## config.mk

```make
export PLATFORM = sky130hd
export DESIGN_NAME = sram_req_arbiter
export DESIGN_NICKNAME = d
export VERILOG_FILES = /design/src/rtl/sram_req_arbiter.sv
export SDC_FILE = /design/constraint.sdc
export NUM_CORES = 1
export LEC_CHECK = 0
export BUFFER_PORTS_ARGS = -buffer_cell sky130_fd_sc_hd__buf_2
export CAP_MARGIN = 20
export CORE_AREA = 2 2 124 126
export CTS_BUF_LIST = sky130_fd_sc_hd__clkbuf_16
export CTS_CLUSTER_SIZE = 10
export DETAILED_ROUTE_END_ITERATION = 8
export DIE_AREA = 0 0 126 128
export PLACE_DENSITY_LB_ADDON = 0.3
export SYNTH_ARGS = -nofsm -noshare
export SYNTH_HDL_FRONTEND = slang
export SYNTH_SLANG_ARGS = --single-unit
```

## constraint.sdc

```tcl
create_clock -name clk -period 4.3 [get_ports clk]
set_input_delay 0.215 -clock clk [delete_from_list [all_inputs] [get_ports clk]]
set_output_delay 0.215 -clock clk [all_outputs]
set_load 0.01 [all_outputs]
```

## src/rtl/sram_req_arbiter.sv

```systemverilog
// Two-requester arbiter for a shared sram-like port: data has fixed priority,
// a starvation counter forces instruction fetch through, and an in-order owner FIFO routes returns.
module sram_req_arbiter #(
  parameter int OST_DEPTH  = 4,
  parameter int STARVE_MAX = 8
) (
  input  logic                       clk,
  input  logic                       reset,
  input  logic                       inst_req,
  input  logic                       inst_wr,
  input  logic [1:0]                 inst_size,
  input  logic [3:0]                 inst_wstrb,
  input  logic [31:0]                inst_addr,
  input  logic [31:0]                inst_wdata,
  output logic                       inst_addr_ok,
  output logic                       inst_data_ok,
  output logic [31:0]                inst_rdata,
  input  logic                       data_req,
  input  logic                       data_wr,
  input  logic [1:0]                 data_size,
  input  logic [3:0]                 data_wstrb,
  input  logic [31:0]                data_addr,
  input  logic [31:0]                data_wdata,
  output logic                       data_addr_ok,
  output logic                       data_data_ok,
  output logic [31:0]                data_rdata,
  output logic                       mem_req,
  output logic                       mem_wr,
  output logic [1:0]                 mem_size,
  output logic [3:0]                 mem_wstrb,
  output logic [31:0]                mem_addr,
  output logic [31:0]                mem_wdata,
  input  logic                       mem_addr_ok,
  input  logic                       mem_data_ok,
  input  logic [31:0]                mem_rdata,
  output logic [$clog2(OST_DEPTH):0] ost_cnt,
  output logic                       stray_data_ok
);

  localparam int PW = $clog2(OST_DEPTH);
  localparam int CW = PW + 1;
  localparam int SW = $clog2(STARVE_MAX + 1);

  logic [OST_DEPTH-1:0] r_owner;
  logic [PW-1:0]        r_head;
  logic [PW-1:0]        r_tail;
  logic [CW-1:0]        r_cnt;
  logic [SW-1:0]        r_starve;
  logic                 r_stray;

  logic w_full;
  logic w_empty;
  logic w_can_issue;
  logic w_force_inst;
  logic w_gnt_data;
  logic w_gnt_inst;
  logic w_push;
  logic w_pop;
  logic w_head_data;

  // Grant, shared-port mux and return routing; everything is gated off while reset is high.
  always_comb begin
    w_full       = (r_cnt == CW'(OST_DEPTH));
    w_empty      = (r_cnt == {CW{1'b0}});
    w_can_issue  = !w_full && !reset;
    w_force_inst = inst_req && (r_starve >= SW'(STARVE_MAX));
    w_gnt_data   = data_req && !w_force_inst;
    w_gnt_inst   = inst_req && !w_gnt_data;
    mem_req      = w_can_issue && (inst_req || data_req);
    if (w_gnt_inst) begin
      mem_wr    = inst_wr;
      mem_size  = inst_size;
      mem_wstrb = inst_wstrb;
      mem_addr  = inst_addr;
      mem_wdata = inst_wdata;
    end else begin
      mem_wr    = data_wr;
      mem_size  = data_size;
      mem_wstrb = data_wstrb;
      mem_addr  = data_addr;
      mem_wdata = data_wdata;
    end
    inst_addr_ok  = mem_req && mem_addr_ok && w_gnt_inst;
    data_addr_ok  = mem_req && mem_addr_ok && w_gnt_data;
    w_push        = mem_req && mem_addr_ok;
    w_pop         = mem_data_ok && !w_empty && !reset;
    w_head_data   = r_owner[r_head];
    inst_data_ok  = w_pop && !w_head_data;
    data_data_ok  = w_pop && w_head_data;
    inst_rdata    = mem_rdata;
    data_rdata    = mem_rdata;
    ost_cnt       = r_cnt;
    stray_data_ok = r_stray;
  end

  // Owner FIFO, outstanding count, starvation counter and sticky stray-return flag.
  always_ff @(posedge clk) begin
    if (reset) begin
      r_owner  <= {OST_DEPTH{1'b0}};
      r_head   <= {PW{1'b0}};
      r_tail   <= {PW{1'b0}};
      r_cnt    <= {CW{1'b0}};
      r_starve <= {SW{1'b0}};
      r_stray  <= 1'b0;
    end else begin
      if (w_push) begin
        r_owner[r_tail] <= w_gnt_data;
        r_tail          <= r_tail + PW'(1);
      end
      if (w_pop) begin
        r_head <= r_head + PW'(1);
      end
      case ({w_push, w_pop})
        2'b10:   r_cnt <= r_cnt + CW'(1);
        2'b01:   r_cnt <= r_cnt - CW'(1);
        default: r_cnt <= r_cnt;
      endcase
      // The counter only measures an unbroken run of denied inst cycles.
      if (!inst_req || inst_addr_ok) begin
        r_starve <= {SW{1'b0}};
      end else if (r_starve < SW'(STARVE_MAX)) begin
        r_starve <= r_starve + SW'(1);
      end
      if (mem_data_ok && w_empty) begin
        r_stray <= 1'b1;
      end
    end
  end

endmodule

```

# ---- Yosys cells after proc, flatten, opt, wreduce, memory -nomap -nowiden
# Cells that the tools add are included.
dict set report word_totals {
  rom_bits 0
  memories 0
  latch_bits 0
  wordCells 56
  in_bits 180
  regBits 16
  ramBits 0
  out_inout_bits 144
}
dict set report op_classes {
  div_mod_pow 0
  addsub 5
  mux 11
  bitwise_logic 0
  multipliers 0
  n_eq_ne 3
  n_shift 0
  n_reduce_logical 26
  n_lt_le_gt_ge 5
}
# cell count
set op_table {}
lappend op_table {{32-bit two-way mux} 2}
lappend op_table {{1-bit logical AND} 14}
lappend op_table {{1-bit zero test} 7}
lappend op_table {{2-bit by 3-bit < comparator with 1-bit output, second input constant} 2}
lappend op_table {{3-bit case mux with 2 select lines} 1}
lappend op_table {{2-bit by 1-bit adder with 2-bit output, second input constant} 2}
lappend op_table {{4-bit by 1-bit adder with 4-bit output, second input constant} 1}
lappend op_table {{4-bit bitwise mux} 1}
lappend op_table {{4-bit >= comparator, second input constant} 1}
lappend op_table {{4-bit < comparator, second input constant} 1}
lappend op_table {{4-bit two-way mux} 1}
lappend op_table {{3-bit by 1-bit adder with 3-bit output, second input constant} 1}
lappend op_table {{3-bit == test, second input constant} 1}
lappend op_table {{3-bit zero test} 1}
lappend op_table {{1-bit two-way mux} 3}
lappend op_table {{3-bit by 1-bit subtractor with 3-bit output, second input constant} 1}
lappend op_table {{1-bit binary-select mux with 2-bit select} 1}
lappend op_table {{1-bit demux with 2-bit select} 1}
lappend op_table {{2-bit by 1-bit == test with 1-bit output, second input constant} 1}
lappend op_table {{2-bit == test, second input constant} 1}
lappend op_table {{2-bit by 1-bit >= comparator with 1-bit output, second input constant} 1}
lappend op_table {{1-bit logical OR} 2}
lappend op_table {{2-bit two-way mux} 1}
lappend op_table {{2-bit nonzero test} 1}
lappend op_table {{2-bit OR reduction} 1}

# ---- Depth between registers and ports, before layout
# Gate-level depths: netlist of run 1.
dict set report depth {
  depth_word 9
  depth_mapped 9
  ltp_nobuf 8
}

# ---- Worst setup path before layout of run 1
# No wires, ideal clock.
dict set report synth_path {
  path_kind {register to register}
  from {register r_cnt[2] (netlist: ost_cnt[2])}
  to {register r_cnt[2] (netlist: ost_cnt[2])}
  arrival_ns 2.104
  path_buffers 0
  setup_time_ns 0.071
  t_required_ns 4.229
  setup_slack_ns 2.125
  synth_period_minus_slack_ns 2.175
  path_stages_with_launch 9
  path_cell_list {dfxtp_1 nor3b_4 or3_1 ha_1 inv_1 fa_1 xor2_1 or3_1 a21oi_1}
}
dict set report synth_via {
  elab_chain_cells 7
  word_cells_on_any_way 15
  cone_classes {add/sub: 2; eq/ne: 3; mux: 1; reduce/logical: 9}
}
# item line_no
set synth_rtl {}
lappend synth_rtl {{from (decl)} 47} ;# logic [CW-1:0] r_cnt;
lappend synth_rtl {{from (signal assigned)} 102} ;# r_cnt <= {CW{1'b0}};
lappend synth_rtl {{from (signal assigned)} 114} ;# 2'b10: r_cnt <= r_cnt + CW'(1);
lappend synth_rtl {{from (signal assigned)} 115} ;# 2'b01: r_cnt <= r_cnt - CW'(1);
lappend synth_rtl {{3-bit == test} 63} ;# w_full = (r_cnt == CW'(OST_DEPTH));
lappend synth_rtl {{1-bit zero test} 65} ;# w_can_issue = !w_full && !reset;
lappend synth_rtl {{1-bit logical AND} 65}
lappend synth_rtl {{1-bit logical AND} 69} ;# mem_req = w_can_issue && (inst_req || data_req);
lappend synth_rtl {{1-bit logical AND} 85} ;# w_push = mem_req && mem_addr_ok;
lappend synth_rtl {{2-bit by 1-bit == test with 1-bit output or 2-bit == test (tied branches)} 113} ;# case ({w_push, w_pop})
lappend synth_rtl {{3-bit case mux with 2 select lines or 2-bit nonzero test (tied branches)} --}
# Several ways; a longest one is shown, not always the timed one.
# A chain may end at the register's enable or synchronous reset.

# ---- Final worst setup path of run 1
dict set report layout_path {
  from {register r_starve[3]}
  to {output mem_wdata[27]}
}
dict set report layout_via {
  elab_chain_cells 7
}
# item line_no
set layout_rtl {}
lappend layout_rtl {{from (decl)} 48} ;# logic [SW-1:0] r_starve;
lappend layout_rtl {{from (signal assigned)} 103} ;# r_starve <= {SW{1'b0}};
lappend layout_rtl {{from (signal assigned)} 120} ;# r_starve <= {SW{1'b0}};
lappend layout_rtl {{from (signal assigned)} 122} ;# r_starve <= r_starve + SW'(1);
lappend layout_rtl {{4-bit >= comparator} 66} ;# w_force_inst = inst_req && (r_starve >= SW'(STARVE_MAX));
lappend layout_rtl {{1-bit logical AND} 66}
lappend layout_rtl {{1-bit zero test} 67} ;# w_gnt_data = data_req && !w_force_inst;
lappend layout_rtl {{1-bit logical AND} 67}
lappend layout_rtl {{1-bit zero test} 68} ;# w_gnt_inst = inst_req && !w_gnt_data;
lappend layout_rtl {{1-bit logical AND} 68}
lappend layout_rtl {{32-bit two-way mux} 70} ;# if (w_gnt_inst) begin
lappend layout_rtl {{to (decl)} 32} ;# output logic [31:0] mem_wdata,
# No other way between the ends.

==> results by group, run 1 <==
Floorplanning
  • Core area: 0.0149 mm²
  • Die Footprint: 0.0161 mm²
  • IO Count: 324
  • Die Y: 128 µm
  • Row cnt: 45
  • Chip width: 126 µm
  • Starting Density: 0.150

Power
  • VDD IR-drop max: 162 µV
  • PwrDens: 199 mW/mm²
  • LEAKAGE: 1.58 nW
  • Total power: 0.000629 W

CTS
  • # resized after CTS: 0
  • Total CTS buffers: 3
  • Hold buffers post-CTS: 0
  • Clk sinks: 16
  • CTS root buf: clkbuf_16
  • Clk buf depth: 2
  • Worst skew pair latency: 0.24 ns
  • H-tree Lvls: 1
  • Reg clk slew, reported paths: 0.05 ns
  • Total setup buffers inserted after CTS: 0
  • CTS tree: done

Synth
  • Number of enable flip-flop cells after synthesis: 0
  • Top post-synthesis cells by count: mux2_2, buf_4, dfxtp_1, nor2_1, inv_1
  • Register area share after synthesis: 0.144
  • Synthesized area: 0.00223 mm²
  • Leading post-synthesis cells by cell area: mux2_2, buf_4, dfxtp_1
  • Post-synth top area cell: mux2_2
  • Post-Syn Nets: 426
  • Average size of a mapped cell: 9.37 µm²
  • Syn Inst Count: 238
  • Yosys warns: 0
  • Asr flop ratio synth: 0
  • Count leader, synth: mux2_2
  • Yosys reg bits: 16
  • Top_reg_cell synth: dfxtp_1
  • Synth unique cells: 34
  • Synth top area share: 0.348

Setup path
  • Setup Crit Path Kind: reg -> out
  • Crit path launch: r_starve[3]
  • Max FO, Critical Path: 72
  • CP arrival: 2.18 ns
  • Startpoint Class: flop
  • CP required: 4.09 ns
  • Critical Path End Type: output pin
  • Worst r2r src: ost_cnt[2]
  • Flop2flop setup slack: 1.95 ns

GRT
  • Gr ovfl total: 0
  • Total GRT Usage: 0.0948
  • Number of global-route vias before repair: 2182
  • First-pass GRT wire length: 12100 µm
  • Initial antenna violation count: 0
  • Largest net degree at the start of global routing: 73

Timing
  • Max Fclk: 417 MHz
  • Final Setup Violations: 0
  • Slew Limit Fails: 0
  • Worst-margin pin slew: 0.934 ns
  • Post-layout min period: 2.40 ns
  • Max-slew headroom: 0.377
  • Final Skew: 0.00211 ns
  • Final period util: 0.558
  • Hold Vio Cnt, Final: 0
  • Setup tns final: 0 ns
  • RSZ-0062 raised after global routing: false

Place
  • DP Wirelength: 7660 µm
  • GPL Wtd Cong: 0.709
  • PortBufs: 227

Route
  • Via/cell ratio: 3.83
  • Total wire length: 8760 µm
  • Drt first pass iters: 4
  • Antenna Nets Post-Route: 0
  • Via count: 2233
  • DRT iter0 DRCs: 41
  • DRC: 0
  • DR WL/cell: 15.0 µm

Final layout
  • Fill cells: 1690
  • Area of the multi-input gates: 0.00135 mm²
  • Layout cells sized above 1: 0.770
  • ANT cells: 0
  • Layout area overhead: 41.3%
  • Register area: 320 µm²
  • Final #Nets: 584

Worst hold path
  • Min-Delay Path Class: in -> reg
  • Hold Path Origin: mem_data_ok

Flow run
  • Max-Cap Viols: 0

Status
  • Status: complete, no violations
[through the flow]
stage / cell area [µm²] / hold slack (ns) / utilization / std cells / setup WS [ns]
floorplan: 2230 / 0.356 / - / 238 / 2.13
global placement: 3070 / 0.430 / 0.207 / 579 / 2.06
CTS: 3150 / 0.244 / 0.212 / 583 / 1.88
global route: 3150 / 0.264 / 0.212 / 583 / 1.74
detailed placement: 3070 / 0.430 / 0.207 / 579 / 1.93
finish: 3150 / 0.243 / 0.212 / 583 / 1.90
[final cells by class]
type | instances | share of cell area
clock inverter | 1 | 0.00119
clock buffer | 3 | 0.0238
multi-input combinational | 139 | 0.428
inverter | 9 | 0.0107
timing repair buffer | 227 | 0.360
tap | 188 | 0.0746
sequential | 16 | 0.102
[layer usage]
metal	wire length (µm)	GRT usage	vias up
li1	-	-	1073
met1	3500	0.124	1011
met2	4450	0.161	143
met3	751	0.0225	6
met4	62	0.0175	0
met5	0	0	-
[power by group]
group / internal, W / leakage, nW / total (W) / switching, W
logic: 0.000150 / 1.41 / 0.000280 / 0.000130
clock network: 0.000123 / 0.0385 / 0.000181 / 0.0000573
registers: 0.000157 / 0.130 / 0.000168 / 0.0000108
[placed cells by master (no fill, tap or decap), types with 2 or more instances in the layout]
cell type,n
a211oi_1,2
a21oi_1,4
and2_1,2
buf_2,227
clkbuf_16,3
dfxtp_1,16
ha_1,7
inv_1,9
mux2_1,6
mux2_2,69
nor2_1,12
nor2b_1,5
nor3_1,2
nor3b_1,4
o21ai_0,2
o31ai_1,2
or3_1,3
xor2_1,5
[flip-flops by register name (all words and copies together) (netlist names)]
register       flops
r_owner            4
r_starve           4
ost_cnt            3
r_head             2
r_tail             2
stray_data_ok      1
[cells by family after synthesis]
logic type,count (synthesis),synth area share
flops,16,0.144
simple gates,33,0.0897
mux,77,0.393
fa+ha+maj,8,0.0482
compound gates,15,0.0471
buf+inv,83,0.255
xor+xnor,6,0.0236
[worst max-delay path: stages, from the launching register on]
cell and delay [ns]:
dfxtp_1 0.37, nand2b_2 0.25, nand2_4 0.68, mux2_2 0.44, buf_2 0.15
[final timing paths]
path	to	cells past startpoint
setup / recovery	mem_wdata[27]	4
hold / removal	stray_data_ok	3
setup reg to reg	ost_cnt[2]	8
hold reg to reg	stray_data_ok	2
(Power assumes the default switching activity.)
==> inputs of run 2 (changes only) <==
==> constraint.sdc (replaced) <==
create_clock -name clk -period 2.4 [get_ports clk]
set_input_delay 0.12 -clock clk [delete_from_list [all_inputs] [get_ports clk]]
set_output_delay 0.12 -clock clk [all_outputs]
set_load 0.01 [all_outputs]
==> results by group, run 2 (same netlist as run 1, synthesis figures left out) <==
Floorplanning
  • Die Footprint: 0.0161 mm² (unchanged)
  • IO Count: 324 (unchanged)
  • Starting Density: 0.150 (unchanged)
  • Row cnt: 45 (unchanged)
  • Chip width: 126 µm (unchanged)
  • Die Y: 128 µm (unchanged)
  • Core area: 0.0149 mm² (unchanged)

Timing
  • Worst-margin pin slew: 0.604 ns (was 0.934 ns)
  • Slew Limit Fails: 0 (unchanged)
  • Fin worst setup slack: 0.227 ns (was 1.90 ns)
  • Max-slew headroom: 0.595 (was 0.377)
  • Post-layout min period: 2.17 ns
  • Max Fclk: 460 MHz
  • RSZ-0062 raised after global routing: false (unchanged)
  • Final Setup Violations: 0 (unchanged)
  • Hold Vio Cnt, Final: 0 (unchanged)
  • Final period util: 0.906
  • Final Skew: 0.00198 ns (was 0.00211 ns)
  • Setup tns final: 0 ns (unchanged)

Setup path
  • CP Cell Sequence: nor3b_4, or3_1, ha_1, inv_1, fa_1, xor2_1, or3_1, a21oi_1 (was nand2b_2, nand2_4, mux2_2, buf_2)
  • Crit-path most repeated cell: or3_1
  • CP peak stage delay: 0.44 ns (was 0.68 ns)
  • Worst-path cell with the longest stage delay: dfxtp_1 (was nand2_4)
  • Max FO, Critical Path: 8 (was 72)
  • Startpoint Class: flop (unchanged)
  • CP Buf/Inv Count: 1 (unchanged)
  • Top delay family on crit path: simple AND/OR/NAND/NOR gates (unchanged)
  • Setup Crit Path Kind: reg -> reg (was reg -> out)
  • CP required: 2.58 ns (was 4.09 ns)
  • CP arrival: 2.35 ns (was 2.18 ns)
  • Critical Path End Type: flop (was output pin)

Place
  • Dpl cell area: 0.00311 mm² (was 0.00307 mm²)
  • DP Wirelength: 7650 µm (was 7660 µm)
  • PortBufs: 227 (unchanged)
  • GPL Wtd Cong: 0.773 (was 0.709)
  • Pre-CTS setup slack: 0.0562 ns (was 1.93 ns)

GRT
  • Initial antenna violation count: 0 (unchanged)
  • Total GRT Usage: 0.0924 (was 0.0948)
  • First-pass GRT wire length: 11700 µm (was 12100 µm)
  • Gr ovfl total: 0 (unchanged)
  • Number of global-route vias before repair: 2177 (was 2182)
  • Largest net degree at the start of global routing: 73 (unchanged)

Route
  • DRT iter0 DRCs: 29 (was 41)
  • DRC: 0 (unchanged)
  • Total wire length: 8710 µm (was 8760 µm)
  • DR WL/cell: 14.8 µm (was 15.0 µm)
  • Via count: 2225 (was 2233)
  • Via/cell ratio: 3.79 (was 3.83)
  • Drt first pass iters: 4 (unchanged)
  • Antenna Nets Post-Route: 0 (unchanged)

CTS
  • Reg clk slew, reported paths: 0.04 ns (was 0.05 ns)
  • Clk sinks: 16 (unchanged)
  • CTS tree: done (unchanged)
  • H-tree Lvls: 1 (unchanged)
  • Total CTS buffers: 3 (unchanged)
  • Clk buf depth: 2 (unchanged)
  • Worst skew pair latency: 0.24 ns (about the same)
  • CTS root buf: clkbuf_16 (unchanged)

Power
  • LEAKAGE: 1.61 nW (was 1.58 nW)
  • VDD IR-drop max: 392 µV (was 162 µV)
  • PwrDens: 351 mW/mm² (was 199 mW/mm²)

Flow run
  • Max-Cap Viols: 0 (unchanged)

Final layout
  • Commonest non-fill, non-tap cell in the layout: buf_2 (unchanged)
  • Most frequent cells in the layout: buf_2, mux2_2, dfxtp_1 (unchanged)
  • Layout area overhead: 43.4% (was 41.3%)
  • Core Util, Final: 0.215 (was 0.212)
  • Final #Nets: 589 (was 584)
  • ANT cells: 0 (unchanged)
  • Layout cells sized above 1: 0.774 (was 0.770)
  • Fill cells: 1627 (was 1690)
  • Post-route cell area: 0.00320 mm² (was 0.00315 mm²)

Worst hold path
  • Min-Delay Path Class: in -> reg (unchanged)

Status
  • Status: complete, no violations (unchanged)
run 2: changes by cell type in the layout (fill, tap and decap cells not counted):
cell / before / now
buf_4: 0 / 4
buf_12: 0 / 1
clkinv_1: 1 / 0
run 2: layer usage:
metal	vias to the layer above	global-route usage	part of all wire
li1	1088	-	-
met1	989	0.117	0.40
met2	139	0.160	0.51
met3	9	0.0217	0.084
met4	0	0.0213	0.011
met5	-	0	0
run 2: path summary, 6_finish.rpt:
kind                                       to  slack (ns)  cells past startpoint     startpoint
worst max-delay path               ost_cnt[2]        0.23                      8     ost_cnt[2]
worst min-delay path               ost_cnt[2]        0.13                      2          reset
worst max register to register     ost_cnt[2]        0.23                      8     ost_cnt[2]
worst min register to register  stray_data_ok        0.46                      2  stray_data_ok
run 2: cell type report:
type / count / area, µm² / area share
multi-input combinational: 139 / 1350 / 0.421
timing repair buffer: 232 / 1190 / 0.371
sequential: 16 / 320 / 0.100
tap: 188 / 235 / 0.0736
clock buffer: 3 / 75.1 / 0.0235
inverter: 9 / 33.8 / 0.0106
run 2: metrics by stage:
step           power [W]  hold WS, ns  cells
6_report         0.00112        0.130    587
5_1_grt          0.00119        0.143    587
4_1_cts          0.00114        0.132    585
3_5_place_dp    0.000816        0.240    582
3_3_place_gp    0.000813        0.240    582
2_1_floorplan   0.000666        0.261    238
run 2: what timing repair did:
action / 4_1_cts / 5_1_grt
gates resized for setup: 0 / 0
hold buffers: 0 / 0
setup buffers: 0 / 2
endpoints found under the setup margin: 0 / 1
hold endpoints to repair: 0 / 0
run 2: power by group:
group / total, W / internal [W] / switching, W / leakage, nW
sequential: 0.000301 / 0.000282 / 0.0000191 / 0.130
clock: 0.000313 / 0.000218 / 0.0000954 / 0.0370
combinational: 0.000508 / 0.000274 / 0.000234 / 1.44
